[config.mk]
export PLATFORM = sky130hd
export DESIGN_NAME = fetch_buffer
export DESIGN_NICKNAME = d
export VERILOG_FILES = /design/src/rtl/fetch_buffer_pkg.sv /design/src/rtl/fetch_fifo.sv /design/src/rtl/fetch_buffer.sv
export SDC_FILE = /design/constraint.sdc
export NUM_CORES = 1
export LEC_CHECK = 0
export ABC_AREA = 0
export CAP_MARGIN = 20
export CORE_MARGIN = 2
export CORE_UTILIZATION = 31
export CTS_CLUSTER_DIAMETER = 40
export DETAILED_ROUTE_END_ITERATION = 10
export PLACE_DENSITY_LB_ADDON = 0.05
export SYNTH_ARGS = -nofsm -noshare
export SYNTH_HDL_FRONTEND = slang
export SYNTH_SLANG_ARGS = --single-unit
[constraint.sdc]
create_clock -name clk_i -period 5.9 [get_ports clk_i]
set_input_delay 0.59 -clock clk_i [delete_from_list [all_inputs] [get_ports clk_i]]
set_output_delay 0.59 -clock clk_i [all_outputs]
set_load 0.1 [all_outputs]
[src/rtl/fetch_buffer_pkg.sv]
// fetch_buffer_pkg
//   Shared definitions for the instruction fetch buffer.
//   - fetch_entry_t    : one queued instruction together with its address
//   - RESET_PC_DEFAULT : first fetch address after reset
package fetch_buffer_pkg;

  typedef struct packed {
    logic [31:0] pc;
    logic [31:0] instr;
  } fetch_entry_t;

  localparam logic [31:0] RESET_PC_DEFAULT = 32'h0001_0000;

endpackage

[src/rtl/fetch_fifo.sv]
// fetch_fifo
//   DEPTH-entry queue of fetch_entry_t. The head is read combinationally from
//   storage, so a pushed entry appears at the head one cycle after the push.
//   Ports:
//     clk_i, reset_i   clock, synchronous active-high reset
//     flush_i          empty the queue; push/pop in the same cycle are ignored
//     push_i, push_data_i  write an entry at the tail
//     pop_i            remove the head entry (ignored when empty)
//     count_o          number of valid entries (0..DEPTH)
//     head_o           entry at the head
module fetch_fifo
  import fetch_buffer_pkg::*;
#(
  parameter int DEPTH = 4
) (
  input  logic                       clk_i,
  input  logic                       reset_i,
  input  logic                       flush_i,
  input  logic                       push_i,
  input  fetch_entry_t               push_data_i,
  input  logic                       pop_i,
  output logic [$clog2(DEPTH+1)-1:0] count_o,
  output fetch_entry_t               head_o
);

  localparam int PW = $clog2(DEPTH);
  localparam int CW = $clog2(DEPTH + 1);
  localparam logic [PW-1:0] PTR_ONE = 1;
  localparam logic [CW-1:0] CNT_ONE = 1;

  logic [PW-1:0] head_q, head_d;
  logic [PW-1:0] tail_q, tail_d;
  logic [CW-1:0] count_q, count_d;
  fetch_entry_t  mem_q [DEPTH];

  logic push_en;
  logic pop_en;

  // Pointers wrap naturally because DEPTH is a power of two.
  assign push_en = push_i && !flush_i;
  assign pop_en  = pop_i && !flush_i && (count_q != '0);

  always_comb begin
    head_d  = head_q;
    tail_d  = tail_q;
    count_d = count_q;
    if (flush_i) begin
      head_d  = '0;
      tail_d  = '0;
      count_d = '0;
    end else begin
      if (push_en) tail_d = tail_q + PTR_ONE;
      if (pop_en)  head_d = head_q + PTR_ONE;
      case ({push_en, pop_en})
        2'b10:   count_d = count_q + CNT_ONE;
        2'b01:   count_d = count_q - CNT_ONE;
        default: count_d = count_q;
      endcase
    end
  end

  always_ff @(posedge clk_i) begin
    if (reset_i) begin
      head_q  <= '0;
      tail_q  <= '0;
      count_q <= '0;
    end else begin
      head_q  <= head_d;
      tail_q  <= tail_d;
      count_q <= count_d;
    end
  end

  // Storage needs no reset; count_q qualifies every entry.
  // When full, a push-with-pop writes the slot being vacated, which is safe
  // because the head is read before the edge.
  always_ff @(posedge clk_i) begin
    if (push_en) mem_q[tail_q] <= push_data_i;
  end

  assign head_o  = mem_q[head_q];
  assign count_o = count_q;

endmodule

[src/rtl/fetch_buffer.sv]
// fetch_buffer
//   Instruction fetch front end: issues sequential word fetches to imem,
//   queues returned words with their PC, and flushes on redirect, discarding
//   responses that were already in flight.
//   Ports:
//     clk_i, reset_i                 clock, synchronous active-high reset
//     redirect_i, redirect_pc_i      flush and restart fetching at a new PC
//     req_valid_o, req_addr_o,
//     req_ready_i                    imem request handshake
//     resp_valid_i, resp_data_i      in-order imem responses
//     instr_valid_o, instr_o, pc_o,
//     instr_ready_i                  queue head towards IF/ID
module fetch_buffer
  import fetch_buffer_pkg::*;
#(
  parameter int          DEPTH    = 4,
  parameter logic [31:0] RESET_PC = RESET_PC_DEFAULT
) (
  input  logic        clk_i,
  input  logic        reset_i,
  input  logic        redirect_i,
  input  logic [31:0] redirect_pc_i,
  output logic        req_valid_o,
  output logic [31:0] req_addr_o,
  input  logic        req_ready_i,
  input  logic        resp_valid_i,
  input  logic [31:0] resp_data_i,
  output logic        instr_valid_o,
  output logic [31:0] instr_o,
  output logic [31:0] pc_o,
  input  logic        instr_ready_i
);

  localparam int CW = $clog2(DEPTH + 1);
  localparam logic [CW:0]   DEPTH_C = (CW + 1)'(DEPTH);
  localparam logic [CW-1:0] CNT_ONE = 1;

  logic [31:0]   fetch_pc_q, fetch_pc_d;
  logic [31:0]   resp_pc_q, resp_pc_d;
  logic [CW-1:0] inflight_q, inflight_d;
  logic [CW-1:0] drop_q, drop_d;
  logic [CW-1:0] fifo_count;
  logic [CW:0]   credit_used;
  logic [31:0]   redirect_target;

  logic         accept;
  logic         drop_hit;
  logic         push;
  logic         pop;
  fetch_entry_t push_entry;
  fetch_entry_t head_entry;

  // Low address bits of the redirect target carry no meaning for word fetch.
  logic unused_redirect_bits;
  assign unused_redirect_bits = ^redirect_pc_i[1:0];
  assign redirect_target      = {redirect_pc_i[31:2], 2'b00};

  // Credit: every outstanding request owns a queue slot, so a response can
  // never find the queue full.
  assign credit_used = {1'b0, fifo_count} + {1'b0, inflight_q};
  assign req_valid_o = (credit_used < DEPTH_C) && !redirect_i && !reset_i;
  assign req_addr_o  = fetch_pc_q;
  assign accept      = req_valid_o && req_ready_i;

  assign drop_hit = resp_valid_i && (drop_q != '0);
  assign push     = resp_valid_i && !drop_hit && !redirect_i;

  assign instr_valid_o = (fifo_count != '0) && !reset_i;
  assign pop           = instr_valid_o && instr_ready_i;

  assign push_entry.pc    = resp_pc_q;
  assign push_entry.instr = resp_data_i;

  always_comb begin
    fetch_pc_d = fetch_pc_q;
    resp_pc_d  = resp_pc_q;
    drop_d     = drop_q;
    inflight_d = inflight_q;

    case ({accept, resp_valid_i})
      2'b10:   inflight_d = inflight_q + CNT_ONE;
      2'b01:   inflight_d = inflight_q - CNT_ONE;
      default: inflight_d = inflight_q;
    endcase

    if (redirect_i) begin
      // Everything still outstanding after this cycle belongs to the old
      // path; a response arriving right now is discarded directly.
      fetch_pc_d = redirect_target;
      resp_pc_d  = redirect_target;
      drop_d     = inflight_q - (resp_valid_i ? CNT_ONE : '0);
    end else begin
      if (accept)   fetch_pc_d = fetch_pc_q + 32'd4;
      if (push)     resp_pc_d  = resp_pc_q + 32'd4;
      if (drop_hit) drop_d     = drop_q - CNT_ONE;
    end
  end

  always_ff @(posedge clk_i) begin
    if (reset_i) begin
      fetch_pc_q <= RESET_PC;
      resp_pc_q  <= RESET_PC;
      inflight_q <= '0;
      drop_q     <= '0;
    end else begin
      fetch_pc_q <= fetch_pc_d;
      resp_pc_q  <= resp_pc_d;
      inflight_q <= inflight_d;
      drop_q     <= drop_d;
    end
  end

  fetch_fifo #(
    .DEPTH (DEPTH)
  ) u_fifo (
    .clk_i       (clk_i),
    .reset_i     (reset_i),
    .flush_i     (redirect_i),
    .push_i      (push),
    .push_data_i (push_entry),
    .pop_i       (pop),
    .count_o     (fifo_count),
    .head_o      (head_entry)
  );

  assign instr_o = head_entry.instr;
  assign pc_o    = head_entry.pc;

endmodule

# Yosys cells after proc, flatten, opt, wreduce, memory -nomap -nowiden
# Memory sizes are Yosys's and may differ from the RTL's. A register that Yosys moved wholly into a read port is not among the register bits.
# Index checks and enable logic that the tools add are counted.
dict set report totals {
  ff_bits 77
  ram_bits 256
  inputBits 70
  output_inout_bits 98
  wordCells 61
  mem_count 1
}
# name depth width rd rd_ports_with_merged_regs write_ports line_no
set mem_list {}
lappend mem_list {u_fifo.mem_q 4 64 1 1 1 fetch_fifo.sv:34} ;# fetch_entry_t mem_q [DEPTH];
dict set report op_classes {
  n_addsub 11
  n_lt_le_gt_ge 1
  eq_ne 4
  n_mux 13
  n_reduce_logical 22
}
# operator n
set ops {}
lappend ops {{32-bit two-way mux} 4}
lappend ops {{32-bit by 3-bit adder with 32-bit output (second input constant)} 2}
lappend ops {{3-bit case mux with 2 select lines} 2}
lappend ops {{1-bit logical AND} 11}
lappend ops {{2-bit nonzero test} 5}
lappend ops {{3-bit by 1-bit subtractor with 3-bit output (second input constant)} 3}
lappend ops {{3-bit by 1-bit adder with 3-bit output (second input constant)} 2}
lappend ops {{3-bit two-way mux} 2}
lappend ops {{3-bit nonzero test} 2}
lappend ops {{2-bit by 1-bit adder with 2-bit output (second input constant)} 2}
lappend ops {{3-bit by 3-bit adder with 4-bit output} 1}
lappend ops {{2-bit by 1-bit == test with 1-bit output (second input constant)} 2}
lappend ops {{2-bit == test (second input constant)} 2}
lappend ops {{4-bit by 3-bit < comparator with 1-bit output (second input constant)} 1}
lappend ops {{2-bit two-way mux} 2}
lappend ops {{1-bit zero test} 3}
lappend ops {{1-bit two-way mux} 3}
lappend ops {{3-bit by 1-bit subtractor with 3-bit output} 1}
lappend ops {{2-bit OR reduction} 1}

# Longest topological paths before layout
dict set report depth {
  depth_word 8
  mapped_depth 12
  mapped_depth_nobuf 11
}

# Hierarchy
# Synthesis repeated with hierarchy kept, for this count alone.
dict set report unflattened {
  cells_unflattened 856
  hier_area_um2 13699.4
}
# mod n_inst cells_each area_each_um2
set by_module_without_submodules {}
lappend by_module_without_submodules {fetch_fifo 1 383 9761.9}
lappend by_module_without_submodules {fetch_buffer 1 473 3937.5}

# Least setup slack after synthesis
# No wires, ideal clock.
dict set report synth_path {
  path_type {input to output}
  start {in reset_i}
  end {out instr_valid_o}
  t_arrival_ns 2.418
  required_ns 5.310
  path_slack_ns 2.892
  path_stages 4
  n_path_buf 3
  cell_sequence {buf_2 -> buf_1 -> clkbuf_1 -> nor2_1}
}
dict set report synth_between {
  elab_chain_len 2
}
# element line_no
set synth_rtl {}
lappend synth_rtl {{start: declaration} fetch_buffer.sv:20} ;# input logic reset_i,
lappend synth_rtl {{1-bit zero test} fetch_buffer.sv:68} ;# assign instr_valid_o = (fifo_count != '0) && !reset_i;
lappend synth_rtl {{1-bit logical AND} fetch_buffer.sv:68}
lappend synth_rtl {{end: declaration} fetch_buffer.sv:28} ;# output logic instr_valid_o,
# No other way between the ends.

==> impl_summary.md <==
Power
The analysis attributes to cell leakage a power of 5.712 nW. The sum of internal, switching and leakage power is 6.609 mW. The maximum vdd drop is 0.1997 mV. The power per cell area is around 380 nW/um2.

Final layout
The layout-stage area growth over the synthesis result is 31.66%. The number of antenna diodes in the final layout is 0. Cells fill 41.53% of the core in the end. The finished cells cover 17460 um2. The most common cell after layout, fill and taps aside is sky130_fd_sc_hd__edfxtp_1. In the final layout, the share of cells above drive strength 1 is 18.61%. The top cell types in the final layout, fill and taps aside, are sky130_fd_sc_hd__edfxtp_1, sky130_fd_sc_hd__clkdlybuf4s50_1, sky130_fd_sc_hd__dfxtp_1. For this run, the post-layout net count is 1128.

Synth
Sorting the synthesized cells by area gives the leading types as sky130_fd_sc_hd__edfxtp_1, sky130_fd_sc_hd__dfxtp_1, sky130_fd_sc_hd__mux4_2. The post-synthesis instance total is 853. In this run, synthesis inferred ~250 flip-flops with an integrated enable. Counting flops and latches in the post-synthesis netlist gives 323.

The post-synth design cell area is 13260 um2. The most used flip-flop cell after synthesis is sky130_fd_sc_hd__edfxtp_1. In this run the biggest area consumer among cell types represents a little under three fifths of the synthesized area.

Of the synthesized area, sequential elements account for 67.48%. Summed over all instances, the cell type with the most area after synthesis is sky130_fd_sc_hd__edfxtp_1. The synthesized area divided by synthesized cell count is 15.55 um2. The synthesized netlist contains 67 unique library cells. For this run, the number of Yosys warnings is 0. The fraction of registers with async set or reset after synthesis is 0%.

Critical path
For the worst setup path, the data required time is 5.31 ns. The worst setup path is launched from a flip-flop. The worst setup path is captured at an output pin.

The critical path goes through buf_4 -> mux4_2 -> clkdlybuf4s50_1. Data arrives at the worst endpoint at 3.49 ns. The biggest cell delay along the critical path is 1.01 ns. The master of the slowest instance on the critical path is sky130_fd_sc_hd__clkdlybuf4s50_1. The category of the critical setup timing path is flip-flop to output pin. The largest driver fanout on the critical path is 40.

Clock network
The deepest level of the CTS H-tree is 2. The clock transition at the register clock pins on the worst setup and hold paths after CTS is 0.05 ns. The clock root buffer master is sky130_fd_sc_hd__clkbuf_16. The TritonCTS clock tree is yes. The count of hold-fix buffers inserted at cts is 0. The latest clock arrival within the worst-skew pair is 0.58 ns. The number of clock buffers added by TritonCTS is 58. The number of gates given a new drive strength after cts is 0. The total number of clock tree sinks is 323. The clock passes through at most 3 buffers. The number of setup buffers added after CTS is 0.

Die
Pin placement for this block handled 168 I/O pins. The floorplan step defined a core boundary enclosing approximately 42000 um2. The die covers 44450 um2. After floorplanning, the core was divided into 75 placement rows. The die extent in y is 210.8 um.

The initial utilization of the core area, before any placement, comes to roughly a third. Measured along the x axis, the die boundary spans 210.8 um.

STA
After routing, the total negative slack on setup checks comes to 0 ns. The max-slew violation count is 0. The peak clock frequency supported by timing is 245.3 MHz. Of the available clock period, the critical path in the final layout requires about 69%.

The worst clock skew is 0.01239 ns. The clock period minus final worst setup slack is 4.076 ns. Setup repair after global routing left no endpoint under its margin. Headroom to the max-slew limit came out at 25.15%. At the pin with the least slew margin, the transition time is 1.119 ns. Setup violations remaining at the end of the flow were counted as 0. The count of final hold-check violations is 0.

Placed design
The global placement routability congestion is 0.7513. The number of I/O port buffers is between 150 and 200. The total cell area at the placement stage is 15440 um2.

Once detailed placement completed, the half-perimeter wirelength came to 20.81 mm.

Outcome
The flow ran to the end, and the final reports show no timing, DRC or antenna violations.

Global route
The number of antenna violations at the first check in global routing is 0. The remaining global-route overflow is 0. The global-route wire length before repair is 51.40 mm. The combined global-route utilization of all metal layers is 15.21%. Entering global routing, the biggest net connects 50 pins.

The via count of the first global-routing pass was about 8300.

Run
Across the run, the number of max-cap violations was 0.

Worst hold path
The worst hold path belongs to the class input pin to flip-flop.

Drt
In this run the remaining antenna-violating nets after routing total 0. The first routing iteration left 454 violations. The length of the first detailed-routing pass in iterations is 5.

In the routed design, unresolved DRC markers number 0. In the routed layout, each cell is associated on average with a via count of 4.893. After detailed routing, the total wire length is ~33 mm. Dividing the detail-routed wire length by the instance count gives a little over 20 um.

The routed layout has between 7000 and 8000 vias.
through the flow:
step / hold WS, ns / worst slack, ns / cells
6_report: 0.3499 / 1.824 / 1630
5_1_grt: 0.3487 / 1.555 / 1630
4_1_cts: 0.3206 / 1.661 / 1630
2_1_floorplan: 0.4601 / 2.892 / 856
3_5_place_dp: 0.5093 / 2.289 / 1521
3_3_place_gp: 0.5151 / 2.288 / 1521
registers in the layout (all words and copies together) (netlist names), named ones only:
| signal | count |
|---|---|
| drop_q | 3 |
| inflight_q | 3 |
| req_addr_o | 30 |
| resp_pc_q | 30 |
| u_fifo.count_o | 3 |
| u_fifo.head_q | 2 |
| u_fifo.mem_q | 248 |
| u_fifo.tail_q | 2 |
final timing paths:
| check | from | end | slack [ns] | cells past startpoint |
|---|---|---|---|---|
| worst max-delay path | flip-flop | instr_o[12] | 1.82 | 3 |
| worst max register to register | drop_q[0] | u_fifo.mem_q[2][29] | 3.11 | 6 |
| worst min-delay path | reset_i | inflight_q[1] | 0.35 | 2 |
| worst min register to register | u_fifo.count_o[2] | u_fifo.count_o[2] | 0.52 | 2 |
power by group:
part	internal [mW]	switching, mW
registers	2.52	0.0654
clock network	2.20	1.20
logic	0.180	0.439
synth_stat cells, types with 13 or more instances:
master / count
sky130_fd_sc_hd__a211oi_1: 14
sky130_fd_sc_hd__ha_1: 14
sky130_fd_sc_hd__a31oi_1: 13
sky130_fd_sc_hd__nand3_1: 27
sky130_fd_sc_hd__nand2_1: 42
sky130_fd_sc_hd__nand4_1: 18
sky130_fd_sc_hd__edfxtp_1: 248
sky130_fd_sc_hd__clkbuf_1: 23
sky130_fd_sc_hd__xnor2_1: 27
sky130_fd_sc_hd__inv_1: 24
sky130_fd_sc_hd__o21ai_0: 15
sky130_fd_sc_hd__mux4_2: 62
sky130_fd_sc_hd__dfxtp_1: 75
sky130_fd_sc_hd__a21oi_1: 26
sky130_fd_sc_hd__nor3_1: 16
sky130_fd_sc_hd__nor2_1: 50
cell type report:
cell class / count / area, um2
Clock buffer: 62 / 1488
Sequential cell: 323 / 8956
Timing Repair Buffer: 172 / 1689
Clock inverter: 47 / 534.3
Inverter: 25 / 96.34
Tap cell: 539 / 674.4
Fill cell: 3890 / 24580
Multi-Input combinational cell: 462 / 4020
kinds of logic (layout without fill, tap and decap cells):
logic type                 Yosys count  count (layout)  share of synthesized area (%)
muxes                               69              69                          11.08
and+or+nand+nor                    220             220                          9.115
DFF                                323             323                          67.48
xor gates and xnor gates            38              38                          2.510
buffers and inverters               71             306                          2.359
AOI/OAI and AO/OA                  115             115                          5.803
adders and majority gates           16              16                          1.623
other                                1               4                        0.02828
metal layers:
layer / track usage [%] / wire (um) / vias to the layer above / share of wire, %
met1: 21.00 / 15540 / 3951 / 47
li1: - / - / 3744 / -
met3: 3.301 / 1890 / 56 / 5.7
met4: 5.415 / 746 / 0 / 2.2
met5: 0 / 0 / - / 0
met2: 23.71 / 15150 / 225 / 45
critical path, delay by kind of cell (launching register included):
kind,cells,cell delay (ns)
buffers and inverters,2,1.41
flip-flops,1,0.91
multiplexers,1,0.52
Power figures use the tool's default switching activity.
